## config.mk

```make
export PLATFORM = sky130hd
export DESIGN_NAME = mem_port_arbiter
export DESIGN_NICKNAME = d
export VERILOG_FILES = /design/src/rtl/mem_port_arbiter_pkg.sv /design/src/rtl/mem_port_arbiter_watchdog.sv /design/src/rtl/mem_port_arbiter.sv
export SDC_FILE = /design/constraint.sdc
export NUM_CORES = 1
export LEC_CHECK = 0
export CAP_MARGIN = 10
export CORE_MARGIN = 5
export CORE_UTILIZATION = 29
export DETAILED_ROUTE_END_ITERATION = 10
export PLACE_DENSITY = 0.84
export SYNTH_ARGS = -nofsm -noshare
export SYNTH_HDL_FRONTEND = slang
export SYNTH_SLANG_ARGS = --single-unit
```

## constraint.sdc

```tcl
create_clock -name clk -period 1.5 [get_ports clk]
set_input_delay 0.225 -clock clk [delete_from_list [all_inputs] [get_ports clk]]
set_output_delay 0.225 -clock clk [all_outputs]
set_load 0.02 [all_outputs]
```

## src/rtl/mem_port_arbiter_pkg.sv

```systemverilog
// Shared definitions for the RAM port arbiter: FSM states, access size codes and
// read/write direction constants.
package mem_port_arbiter_pkg;

    typedef enum logic [1:0] {
        IDLE  = 2'd0,
        GNT_F = 2'd1,
        GNT_D = 2'd2,
        DONE  = 2'd3
    } arb_state_e;

    localparam logic [1:0] SZ_BYTE = 2'b00;
    localparam logic [1:0] SZ_HALF = 2'b01;
    localparam logic [1:0] SZ_WORD = 2'b10;

    localparam logic RW_READ  = 1'b1;
    localparam logic RW_WRITE = 1'b0;

endpackage

```

## src/rtl/mem_port_arbiter_watchdog.sv

```systemverilog
// Access watchdog: counts GNT cycles since the last clear and flags the final
// allowed cycle so the arbiter can abort a hung access.
module arb_watchdog #(
    parameter int TIMEOUT = 15
) (
    input  logic clk,
    input  logic reset,
    input  logic clr_i,
    input  logic en_i,
    output logic tc_o
);

    localparam int CW = $clog2(TIMEOUT + 1);

    logic [CW-1:0] cnt_q, cnt_d;

    // Saturates at TIMEOUT so a missed clear can never wrap back into range.
    always_comb begin
        cnt_d = cnt_q;
        if (clr_i) begin
            cnt_d = '0;
        end else if (en_i && (cnt_q != CW'(TIMEOUT))) begin
            cnt_d = cnt_q + 1'b1;
        end
    end

    always_ff @(posedge clk) begin
        if (reset) begin
            cnt_q <= '0;
        end else begin
            cnt_q <= cnt_d;
        end
    end

    assign tc_o = (cnt_q == CW'(TIMEOUT - 1));

endmodule

```

## src/rtl/mem_port_arbiter.sv

```systemverilog
// Arbitrates the single RAM port between instruction fetch and data load/store,
// runs the MOV/MOC handshake for the granted side, aborts hung accesses.
module mem_port_arbiter
    import mem_port_arbiter_pkg::*;
#(
    parameter int ADDR_W       = 9,
    parameter int DATA_W       = 32,
    parameter int TIMEOUT      = 15,
    parameter int STARVE_LIMIT = 4
) (
    input  logic                              clk,
    input  logic                              reset,
    input  logic                              f_req,
    input  logic [ADDR_W-1:0]                 f_addr,
    output logic                              f_moc,
    output logic [DATA_W-1:0]                 f_data,
    input  logic                              d_req,
    input  logic                              d_rw,
    input  logic [1:0]                        d_size,
    input  logic [ADDR_W-1:0]                 d_addr,
    input  logic [DATA_W-1:0]                 d_wdata,
    output logic                              d_moc,
    output logic [DATA_W-1:0]                 d_rdata,
    output logic                              mem_mov,
    output logic                              mem_rw,
    output logic [1:0]                        mem_size,
    output logic [ADDR_W-1:0]                 mem_addr,
    output logic [DATA_W-1:0]                 mem_wdata,
    input  logic                              mem_moc,
    input  logic [DATA_W-1:0]                 mem_rdata,
    output logic                              err,
    output logic [1:0]                        dbg_state_o,
    output logic [$clog2(STARVE_LIMIT+1)-1:0] dbg_starve_o
);

    localparam int SW = $clog2(STARVE_LIMIT + 1);

    arb_state_e        state_q, state_d;
    logic [SW-1:0]     starve_q, starve_d;
    logic              own_data_q, own_data_d;
    logic              abort_q, abort_d;
    logic [DATA_W-1:0] rdata_q, rdata_d;
    logic              wd_clr, wd_en, wd_tc;
    logic              starve_full;

    assign starve_full = (starve_q == SW'(STARVE_LIMIT));

    always_comb begin
        state_d    = state_q;
        starve_d   = starve_q;
        own_data_d = own_data_q;
        abort_d    = abort_q;
        rdata_d    = rdata_q;
        wd_clr     = 1'b0;
        wd_en      = 1'b0;
        case (state_q)
            IDLE: begin
                // Data wins ties unless fetch has already been passed over STARVE_LIMIT times.
                if (d_req && !(f_req && starve_full)) begin
                    state_d    = GNT_D;
                    own_data_d = 1'b1;
                    wd_clr     = 1'b1;
                    if (!f_req) begin
                        starve_d = '0;
                    end else if (!starve_full) begin
                        starve_d = starve_q + 1'b1;
                    end
                end else if (f_req) begin
                    state_d    = GNT_F;
                    own_data_d = 1'b0;
                    wd_clr     = 1'b1;
                    starve_d   = '0;
                end else begin
                    starve_d = '0;
                end
            end
            GNT_F, GNT_D: begin
                wd_en = 1'b1;
                if (mem_moc) begin
                    state_d = DONE;
                    abort_d = 1'b0;
                    rdata_d = mem_rdata;
                end else if (wd_tc) begin
                    state_d = DONE;
                    abort_d = 1'b1;
                    rdata_d = '0;
                end
            end
            DONE: begin
                state_d = IDLE;
            end
            default: begin
                state_d = IDLE;
            end
        endcase
    end

    always_ff @(posedge clk) begin
        if (reset) begin
            state_q    <= IDLE;
            starve_q   <= '0;
            own_data_q <= 1'b0;
            abort_q    <= 1'b0;
            rdata_q    <= '0;
        end else begin
            state_q    <= state_d;
            starve_q   <= starve_d;
            own_data_q <= own_data_d;
            abort_q    <= abort_d;
            rdata_q    <= rdata_d;
        end
    end

    arb_watchdog #(
        .TIMEOUT (TIMEOUT)
    ) u_watchdog (
        .clk   (clk),
        .reset (reset),
        .clr_i (wd_clr),
        .en_i  (wd_en),
        .tc_o  (wd_tc)
    );

    always_comb begin
        mem_mov   = 1'b0;
        mem_rw    = 1'b0;
        mem_size  = '0;
        mem_addr  = '0;
        mem_wdata = '0;
        case (state_q)
            GNT_F: begin
                mem_mov  = 1'b1;
                mem_rw   = RW_READ;
                mem_size = SZ_WORD;
                mem_addr = f_addr;
            end
            GNT_D: begin
                mem_mov   = 1'b1;
                mem_rw    = d_rw;
                mem_size  = d_size;
                mem_addr  = d_addr;
                mem_wdata = d_wdata;
            end
            default: begin
                mem_mov = 1'b0;
            end
        endcase
    end

    assign f_moc        = (state_q == DONE) && !own_data_q;
    assign d_moc        = (state_q == DONE) && own_data_q;
    assign err          = (state_q == DONE) && abort_q;
    assign f_data       = f_moc ? rdata_q : '0;
    assign d_rdata      = d_moc ? rdata_q : '0;
    assign dbg_state_o  = state_q;
    assign dbg_starve_o = starve_q;

endmodule

```

Word level (Yosys, flattened, before mapping)
Index checks and enable logic that the tools add are counted.
W data, S select, Z words.
{"block": "op_classes", "eq_ne": 9, "n_mux": 24, "n_reduce_logical": 17, "n_addsub": 2}
{"op": "$mux W32", "n": 5}
{"op": "$pmux W9 S2", "n": 1}
{"op": "$mux W3", "n": 3}
{"op": "$mux W1", "n": 8}
{"op": "$mux W2", "n": 4}
{"op": "$reduce_and A2 Y1", "n": 4}
{"op": "$logic_and A1 B1 Y1", "n": 6}
{"op": "$ne A3 B3 Y1 const B", "n": 2}
{"op": "$pmux W2 S3", "n": 1}
{"op": "$add A4 B1 Y4 const B", "n": 1}
{"op": "$eq A2 B2 Y1 const B", "n": 2}
{"op": "$eq A4 B4 Y1 const B", "n": 1}
{"op": "$ne A4 B4 Y1 const B", "n": 1}
{"op": "$pmux W2 S2", "n": 1}
{"op": "$reduce_bool A2 Y1", "n": 2}
{"op": "$reduce_or A2 Y1", "n": 2}
{"op": "$add A3 B1 Y3 const B", "n": 1}
{"op": "$eq A3 B3 Y1 const B", "n": 1}
{"op": "$ne A3 B1 Y1 const B", "n": 1}
{"op": "$eq A2 B1 Y1 const B", "n": 1}
{"op": "$logic_not A1 Y1", "n": 2}
{"op": "$logic_not A2 Y1", "n": 1}
{"op": "$pmux W1 S2", "n": 1}
{"block": "totals", "elab_cells": 58, "inputBits": 90, "reg_bits": 43, "out_inout_bits": 117}

Longest topological paths before layout
{"block": "logic_depth", "ltp_word": 7, "depth_mapped": 6, "ltp_nobuf": 5}

Hierarchy
From an unflattened synthesis, not the netlist that was laid out.
{"block": "hier_totals", "hier_cells": 319, "hier_area_um2": 2541.2}
{"mod": "mem_port_arbiter", "n_inst": 1, "area_each_um2": 2323.5, "seq_area_each_um2": 780.7, "cells_per_inst": 295}
{"mod": "arb_watchdog", "n_inst": 1, "area_each_um2": 217.7, "seq_area_each_um2": 80.1, "cells_per_inst": 24}

Least setup slack after synthesis
Ideal clock, no wire load.
{"block": "synth_path", "kind": "reg-to-output", "startpoint": "register state_q[0] (netlist: dbg_state_o[0])", "endpoint": "output mem_addr[0]", "required_ns": 1.275, "arrival_ns": 1.725, "n_path_buf": 1, "path_slack_ns": -0.450, "stages_incl_launch_ff": 6, "cell_sequence": "dfxtp_1 inv_1 ha_1 inv_1 clkbuf_1 nor2_1"}
{"block": "synth_via", "elab_chain_len": 2, "word_cells_on_any_way": 3}
{"item": "from (decl)", "line": "mem_port_arbiter.sv:38", "text": "arb_state_e state_q, state_d;"}
{"item": "from (signal assigned)", "line": "mem_port_arbiter.sv:106", "text": "state_q <= state_d;"}
{"item": "$eq A2 B2 Y1 / $eq A2 B1 Y1 (equally long branches)", "line": "mem_port_arbiter.sv:130", "text": "case (state_q)"}
{"item": "$pmux W9 S2 (*)", "line": "mem_port_arbiter.sv:130"}
{"item": "to (decl)", "line": "mem_port_arbiter.sv:27", "text": "output logic [ADDR_W-1:0] mem_addr,"}
Mark *: on every way between the ends. The rest lies on a longest branch, timed or not.

Worst setup path after layout
{"block": "layout_path", "startpoint": "register state_q[0] (netlist: dbg_state_o[0])", "endpoint": "output f_data[19]"}
{"block": "layout_via", "elab_chain_len": 3}
{"item": "$eq A2 B2 Y1", "line": "mem_port_arbiter.sv:150", "text": "assign f_moc = (state_q == DONE) && !own_data_q;"}
{"item": "$logic_and A1 B1 Y1", "line": "mem_port_arbiter.sv:150"}
{"item": "$mux W32", "line": "mem_port_arbiter.sv:153", "text": "assign f_data = f_moc ? rdata_q : '0;"}
{"item": "to (decl)", "line": "mem_port_arbiter.sv:16", "text": "output logic [DATA_W-1:0] f_data,"}
Every way passes these cells.

==> run metrics <==
Final Slew Violations 0; Die Ht slightly above 100 um; clk sinks 43; Clk Latency, worst-skew pair between 0.2 and 0.3 ns; Hold Vio Cnt, Final 0; CP arrival 1.55 ns; Rows 33; Leakage roughly 2.6 nW; Post-Syn Area 2480 sq um; Final Cycle Share 118%; initial drt markers just under 90; highest achievable clock rate about 560 MHz; WL/cell between 15 and 20 um; CTS tree yes; DIE AREA roughly 11000 sq um; final wirelength approximately 12000 um; Area Overhead vs Synth 131%; CP Capture Type primary output; via count between 3k and 4k; net count after synthesis 384; Die X around 100 um; EDFF count, synth 0; H-tree levels 2; antenna cells 0; post-route setup slack -0.270 ns; sequential cell area fraction in the yosys report approximately a third; CP peak stage delay roughly 0.36 ns; Slew HR between 70 and 80%; worst path required time ~1.3 ns; CP Buf/Inv Count 3; Overflow after GRT 0; Ys Warns 0; dominant synthesized flop cell dfxtp_1; Period minus WS final approximately 1.8 ns; Final Cell Area roughly 5700 sq um; vias in the first global route around 3.2k; Setup crit start kind flip-flop; most frequent cells in the layout buf_6, clkdlybuf4s50_1, and2_4, dfxtp_1, a22o_2; commonest non-fill, non-tap cell in the layout buf_6; fin cells about 620; CP cell instances ha_4 -> nor2b_4 -> buf_12 -> buf_12 -> and2_2 -> buf_6; Initial DRT Pass Iterations 5; global-route usage over all layers between 10% and 20%; layout net count 614; Via density 5.04; Reg clk slew, reported paths ~0.080 ns; Yosys reg bits 43; Root Buffer clkbuf_8; failing checks setup timing; Crit-path slowest cell dfxtp_4; max_cap viols 0; Buffers on Ports between 200 and 250; clk_skew around 0.015 ns; layout cell share with drive strength beyond 1 57.0%; DRC viols 0; post-synthesis cell count between 200 and 300; maximum vdd drop about 0.66 mV; initial antenna violation count 0; unrepaired setup endpoints after global routing yes; largest net degree at the start of global routing 35; WS Path Type reg2out; Area after DPL between 4000 and 5000 sq um; clk buf depth 2; Worst Tran Pin Value between 0.3 and 0.4 ns; I/O Pins between 200 and 250; Final Setup Violations around 130; Distinct cells, synth 35; asr flop ratio synth 0%; Worst Hold Class reg2reg; Avg Cell Area, Syn 8.72 sq um; hold buffers post-CTS 0; crit path max fanout 9; status finished with violations; DPL Wire Length between 8000 and 9000 um; CTS Buf Count 5; Power, Total between 7 and 8 mW; initial core utilization between 20 and 30%; cell family with most CP delay buffers and inverters; first-pass GRT wire length between 15000 and 20000 um; RePlAce Congestion between 0.7 and 0.8; most used cell, CP buf_12; total core area around 8300 sq um; Placed Cells 596; final antenna-violating net count 0; PD cells approximately 1300 nW/um^2
-- metal layers --
layer	global-route usage [%]	part of all wire, %	routed length, um
met2	37.0	53	6490
met4	6.56	2.5	303
met5	0	0	0
met3	7.17	11	1310
met1	18.7	34	4170
-- final cells by class --
cell class                 count  area, sq um
clock buffer                   7         86.3
clock inverter                 1         8.76
fill                         591         2560
inverter                      10         37.5
multi-input combinational    207         1860
sequential                    43          871
tap                          105          131
timing repair buffer         248         2750
-- stage by stage --
step / hold slack (ns) / setup WS (ns) / utilization (%) / setup TNS (ns)
floorplan: 0.324 / 0.00781 / - / 0
global placement: 0.469 / -0.381 / 59.4 / -35.14
detailed placement: 0.474 / -0.421 / 59.4 / -41.13
CTS: 0.498 / -0.297 / 60.7 / -23.96
global route: 0.514 / -0.314 / 69.2 / -29.28
finish: 0.497 / -0.270 / 69.2 / -22.07
-- final timing paths --
path | from | end | slack [ns] | cells past startpoint
max | dbg_state_o[0]$_SDFFE_PP0P_ | f_data[19] | -0.27 | 6
min | rdata_q[28]$_SDFFE_PP0P_ | rdata_q[28]$_SDFFE_PP0P_ | 0.50 | 1
min reg2reg | rdata_q[28]$_SDFFE_PP0P_ | rdata_q[28]$_SDFFE_PP0P_ | 0.50 | 1
max reg2reg | dbg_state_o[0]$_SDFFE_PP0P_ | u_watchdog.cnt_q[3]$_SDFFE_PP0P_ | -0.12 | 6
-- cell usage after synthesis (2+ instances only) --
library cell  number  area (sq um)
and2_1            67           419
dfxtp_1           43           861
and3_1            34           213
a22o_2            29           290
clkbuf_1          15          56.3
nor2_1            15          56.3
a21oi_1            9          45.0
a22oi_1            9          67.6
ha_1               9           113
inv_1              9          33.8
nand2_1            5          18.8
nand3_1            5          25.0
buf_2              4          20.0
buf_6              4          45.0
a22o_1             3          26.3
o21ai_0            3          15.0
a21o_1             2          15.0
a31o_2             2          17.5
a32oi_1            2          17.5
-- flip-flops by register name (all words and copies together) (netlist names) --
signal and flops:
dbg_starve_o 3, rdata_q 32, own_data_q 1, u_watchdog.cnt_q 4, dbg_state_o 2, abort_q 1
-- kinds of logic after synthesis --
group                      count (synthesis)  synth area share, %
AOI/OAI and AO/OA                         68                 23.0
adders and majority gates                  9                 4.53
buffers and inverters                     35                 7.15
DFF                                       43                 34.6
and+or+nand+nor                          130                 30.7
-- report_power, final --
part	switching, mW	total (mW)	internal, mW
logic	2.28	4.82	2.54
registers	0.245	1.65	1.41
clock network	0.378	0.756	0.377
total	2.90	7.23	4.33
-- what timing repair did --
action                     4_1_cts  5_1_grt
setup buffers                    1        5
pin swaps                       16       13
setup endpoints to repair      150      152
cloned                           2       10
gates resized for setup        525      203
No activity file was read; power rests on OpenSTA's default activity.
